`src/rtl/ps2_kbd_tx.sv`:
```
// rtl/ps2_kbd_tx.sv - keyboard-side PS/2 device-to-host transmitter with scan-code FIFO
module ps2_kbd_tx #(
  parameter int CLK_DIV    = 4,
  parameter int GAP_CYCLES = 8,
  parameter int FIFO_DEPTH = 8
) (
  input  logic                          clk,
  input  logic                          rst,
  input  logic                          in_valid,
  input  logic [7:0]                    in_data,
  output logic                          in_ready,
  output logic                          ps2_clk,
  output logic                          ps2_data,
  output logic                          busy,
  output logic [$clog2(FIFO_DEPTH):0]   fifo_count,
  output logic                          frame_done
);
  localparam int PW      = $clog2(FIFO_DEPTH);
  localparam int FCW     = PW + 1;
  localparam int CNT_MAX = (CLK_DIV > GAP_CYCLES) ? CLK_DIV : GAP_CYCLES;
  localparam int CW      = $clog2(CNT_MAX + 1);
  localparam logic [CW-1:0]  DIV_LAST = CW'(CLK_DIV - 1);
  localparam logic [CW-1:0]  GAP_LAST = CW'(GAP_CYCLES - 1);
  localparam logic [FCW-1:0] FULL     = FCW'(FIFO_DEPTH);

  typedef enum logic [1:0] {IDLE, HIGH, LOW, GAP} state_t;

  state_t        state, state_nx;
  logic [CW-1:0] cnt, cnt_nx;
  logic [3:0]    bit_idx, bit_idx_nx;
  logic [10:0]   frame, frame_nx;
  logic          clk_nx, data_nx, done_nx;

  logic [7:0]    mem [FIFO_DEPTH];
  logic [PW-1:0] wr_ptr, rd_ptr;
  logic          push, pop;
  logic [7:0]    head;

  assign in_ready = (fifo_count != FULL);
  assign push     = in_valid && in_ready;
  assign head     = mem[rd_ptr];
  assign busy     = (state != IDLE) || (fifo_count != '0);

  always_ff @(posedge clk) begin
    if (push) mem[wr_ptr] <= in_data;
  end

  // Pointers wrap naturally since the depth is a power of two; full/empty come from the count.
  always_ff @(posedge clk or negedge rst) begin
    if (!rst) begin
      wr_ptr     <= '0;
      rd_ptr     <= '0;
      fifo_count <= '0;
    end else begin
      if (push) wr_ptr <= wr_ptr + 1'b1;
      if (pop)  rd_ptr <= rd_ptr + 1'b1;
      case ({push, pop})
        2'b10:   fifo_count <= fifo_count + 1'b1;
        2'b01:   fifo_count <= fifo_count - 1'b1;
        default: ;
      endcase
    end
  end

  // frame[0] is always the bit currently on the line; it shifts right as each bit completes.
  always_comb begin
    state_nx   = state;
    cnt_nx     = cnt + 1'b1;
    bit_idx_nx = bit_idx;
    frame_nx   = frame;
    clk_nx     = 1'b1;
    data_nx    = 1'b1;
    done_nx    = 1'b0;
    pop        = 1'b0;
    case (state)
      IDLE: begin
        cnt_nx = '0;
        if (fifo_count != '0) begin
          pop        = 1'b1;
          frame_nx   = {1'b1, ~^head, head, 1'b0};
          bit_idx_nx = '0;
          state_nx   = HIGH;
          data_nx    = 1'b0;
        end
      end
      HIGH: begin
        data_nx = frame[0];
        if (cnt == DIV_LAST) begin
          cnt_nx   = '0;
          state_nx = LOW;
          clk_nx   = 1'b0;
        end
      end
      LOW: begin
        clk_nx  = 1'b0;
        data_nx = frame[0];
        if (cnt == DIV_LAST) begin
          cnt_nx = '0;
          clk_nx = 1'b1;
          if (bit_idx == 4'd10) begin
            state_nx = GAP;
            done_nx  = 1'b1;
            data_nx  = 1'b1;
          end else begin
            bit_idx_nx = bit_idx + 1'b1;
            frame_nx   = {1'b1, frame[10:1]};
            data_nx    = frame[1];
            state_nx   = HIGH;
          end
        end
      end
      GAP: begin
        if (cnt == GAP_LAST) begin
          cnt_nx   = '0;
          state_nx = IDLE;
        end
      end
      default: state_nx = IDLE;
    endcase
  end

  always_ff @(posedge clk or negedge rst) begin
    if (!rst) begin
      state      <= IDLE;
      cnt        <= '0;
      bit_idx    <= '0;
      frame      <= 11'h7ff;
      ps2_clk    <= 1'b1;
      ps2_data   <= 1'b1;
      frame_done <= 1'b0;
    end else begin
      state      <= state_nx;
      cnt        <= cnt_nx;
      bit_idx    <= bit_idx_nx;
      frame      <= frame_nx;
      ps2_clk    <= clk_nx;
      ps2_data   <= data_nx;
      frame_done <= done_nx;
    end
  end

endmodule
```
`config.mk`:
```
export PLATFORM = sky130hd
export DESIGN_NAME = ps2_kbd_tx
export DESIGN_NICKNAME = d
export VERILOG_FILES = /design/src/rtl/ps2_kbd_tx.sv
export SDC_FILE = /design/constraint.sdc
export NUM_CORES = 1
export LEC_CHECK = 0
export BUFFER_PORTS_ARGS = -buffer_cell sky130_fd_sc_hd__clkbuf_2
export CORE_UTILIZATION = 55
export CTS_BUF_LIST = sky130_fd_sc_hd__clkbuf_4 sky130_fd_sc_hd__clkbuf_8
export CTS_CLUSTER_DIAMETER = 80
export DETAILED_ROUTE_END_ITERATION = 7
export GPL_TIMING_DRIVEN = 0
export HOLD_SLACK_MARGIN = 0.1
export PLACE_DENSITY = 0.83
export SKIP_CTS_REPAIR_TIMING = 1
export SLEW_MARGIN = 0
export SYNTH_ARGS = -nofsm -noshare
export SYNTH_HDL_FRONTEND = slang
export SYNTH_SLANG_ARGS = --single-unit
```
`constraint.sdc`:
```
create_clock -name clk -period 4.57 [get_ports clk]
set_clock_uncertainty 0.1 [all_clocks]
set_input_delay 0.6855 -clock clk [delete_from_list [all_inputs] [get_ports clk]]
set_output_delay 0.6855 -clock clk [all_outputs]
set_load 0.02 [all_outputs]
```
==> flow_summary.yaml <==
sta:
  fin_crit_ns: 2.63
  slew_viol_final: 0
  setup_viol: 0
  relSlewSlack: 0.388
  fmax_ghz: 0.380
  fin_hold_ws_ns: 0.279
  hold_violations: 0
  rsz0062_at_grt: "no"
  setup_tns_ns: 0
  setup_slack_ns: 1.94
  fin_crit_sh: 0.576
  worstMarginPinSlew_ns: 0.915
synthesis:
  seq_area_frac_synth: 0.641
  synth-simple-area-share: 0.0671
  synth_ff_type: "edfxtp_1"
  netlist.area_leader.share: 0.446
  synthArstFlopShare: 0.340
  synth.largest_area_cell: "edfxtp_1"
  synthAdderAreaFrac: 0.0378
  postSynthCellCount: 278
  synth_area_leaders: "edfxtp_1 (45%), dfrtp_1 (12%), dfstp_2 (7.3%)"
  synth_edf_count: 64
  synth_top_family_by_area: "multiplexers"
  synth_compound_area_frac: 0.0468
  yosysWarnings: 0
  synthXorXnorAreaFrac: 0.0343
  synth_area_sq_mm: 0.00431
  synth-seq-cells: 97
  synth_mux_area_frac: 0.151
  syn-num-nets: 302
  yosysUniqueCellTypes: 41
  avgSynthCellArea_sq_um: 15.5
clock_network:
  cts_tree: "done"
  cts.sink_count: 97
  h-tree-depth: 3
  cts.path.max_buffers: 2
  clk-insertion-delay-late_ns: 0.37
  clk_pin_slew_ns: 0.11
  root_buffer: "clkbuf_8"
  numCtsBuffers: 9
critical_path:
  worstPathArrival_ns: 1.85
  worstPathCellList: "clkbuf_1 -> nor4_1 -> nand2_1 -> clkbuf_2"
  r2r_end: "fifo_count[2]"
  crit_type: "reg2out"
  worstSetupStartpointType: "flop"
  cp-end-kind: "output port"
  cp_slowest_cell: "nor4_1"
  crit_required_ns: 3.78
  r2r_setup_slack_ns: 1.94
  r2r_cells: 10
  slowest_delay_ns: 0.48
  critPathMaxFanout: 7
  r2r-start: "fifo_count[1]"
placed_design:
  place_hpwl_um: 4980
  place.gp.congestion: 0.785
  place_area_sq_mm: 0.00454
  dp_cells: 396
  port_buffers: 19
  dp_slack_ns: 1.94
cells_and_area:
  final_cells: 412
  final_core_util: 0.639
  drive_above_1_share: 0.265
  antennaDiodeCount: 0
  fin_nets: 332
  areaGrowthSynthToFinish_pct: 9.85
  stdcell_area_sq_mm: 0.00473
global_routing:
  antenna_found_initial: 0
  track_usage: 0.199
  grt_pass1_vias: 2349
  overflow: 0
  grt_pass1_wl_um: 12000
  grt_max_degree: 34
floorplanning:
  die_y_um: 90.5
  coreArea_sq_mm: 0.00741
  start_util: 0.581
  io_pins: 20
  die_w_um: 90.5
  fp-row-count: 31
  die-area_sq_mm: 0.00819
detailed_routing:
  dr.pass1.iters: 4
  ant_nets: 0
  routedWlPerCell_um: 17.6
  vias: 2309
  drt_iter0_drc: 113
  viasPerCell: 5.60
  wirelength_um: 7270
  drc: 0
power:
  ir_drop_mv: 0.297
  p_total_mw: 3.28
  power_density_mw_per_mm2: 693
  total_leakage_power_nw: 1.77
status:
  status: "finished, final reports clean"
worst_hold_path:
  min_path_type: "in2async"
job:
  max_cap_violations: 0
-- worst max-delay path: cells and delay by family, from the launching register on --
| kind | cells | cell delay (ns) |
|---|---|---|
| AND/OR/NAND/NOR | 2 | 0.70 |
| flip-flops | 1 | 0.39 |
| buffers and inverters | 2 | 0.38 |
-- worst max path at each step --
stage,start,endpoint,slack [ns]
2_1_floorplan,fifo_count[1],mem[0][0],2.00
3_3_place_gp,fifo_count[1],mem[0][4],1.61
3_5_place_dp,fifo_count[1],fifo_count[2],1.94
4_1_cts,fifo_count[1],busy,1.91
5_1_grt,fifo_count[1],fifo_count[2],1.74
6_report,fifo_count[1],busy,1.94
-- synth_stat cells, types with 2 or more instances --
master	n
nor3_1	3
edfxtp_1	64
or2_2	2
mux2i_4	3
mux2i_1	6
o22ai_1	2
buf_2	3
inv_1	8
nand2b_1	3
nor3b_1	2
dfrtp_1	21
ha_1	13
nand2_1	28
xor2_1	7
mux4_2	9
nor2_1	19
clkbuf_1	3
dfstp_2	12
a22o_1	2
nor2b_1	2
mux4_1	7
o21ai_0	10
a21oi_1	7
nand3_1	5
mux2_2	12
o21ai_1	3
xnor2_1	8
-- registers in the layout, indices dropped and copies added (netlist names) --
| signal | flops |
|---|---|
| mem | 64 |
| frame | 10 |
| bit_idx | 4 |
| cnt | 4 |
| fifo_count | 4 |
| rd_ptr | 3 |
| wr_ptr | 3 |
| state | 2 |
| frame_done | 1 |
| ps2_clk | 1 |
| ps2_data | 1 |
-- power breakdown --
| group | switching, mW | internal [mW] |
|---|---|---|
| sequential | 0.121 | 1.20 |
| clock | 0.324 | 0.214 |
| combinational | 0.741 | 0.681 |
-- kinds of logic (layout without fill, tap and decap cells) --
family / count (synthesis) / count (layout)
adder cells (fa/ha/maj): 13 / 13
multiplexers: 37 / 37
buffers and inverters: 17 / 52
flip-flops: 97 / 97
XOR/XNOR: 16 / 16
AO/OA/AOI/OAI: 32 / 32
AND/OR/NAND/NOR: 66 / 66
-- cells in the final DEF (no fill, tap or decap), types with 5 or more instances in the layout --
cell       n
edfxtp_1  64
nand2_1   28
dfrtp_1   21
nor2_1    19
clkbuf_2  19
ha_1      13
mux2_2    12
dfstp_2   12
o21ai_0   10
mux4_2     9
clkbuf_8   9
inv_1      8
xnor2_1    8
a21oi_1    7
xor2_1     7
mux4_1     7
mux2i_1    6
nand3_1    5
-- area by class of cell --
class / count / area [sq um]
Tap cell: 99 / 124
Fill cell: 519 / 2680
Buffer: 9 / 65.1
Sequential cell: 97 / 2760
Timing Repair Buffer: 19 / 95.1
Clock inverter: 7 / 71.3
Inverter: 8 / 30.0
Clock buffer: 9 / 124
Multi-Input combinational cell: 164 / 1460
-- metal layers --
layer | GRT usage | share of wire
met2 | 0.340 | 0.52
met5 | 0 | 0
met4 | 0.0914 | 0.022
met3 | 0.0379 | 0.031
met1 | 0.246 | 0.42
(Power assumes the default switching activity.)
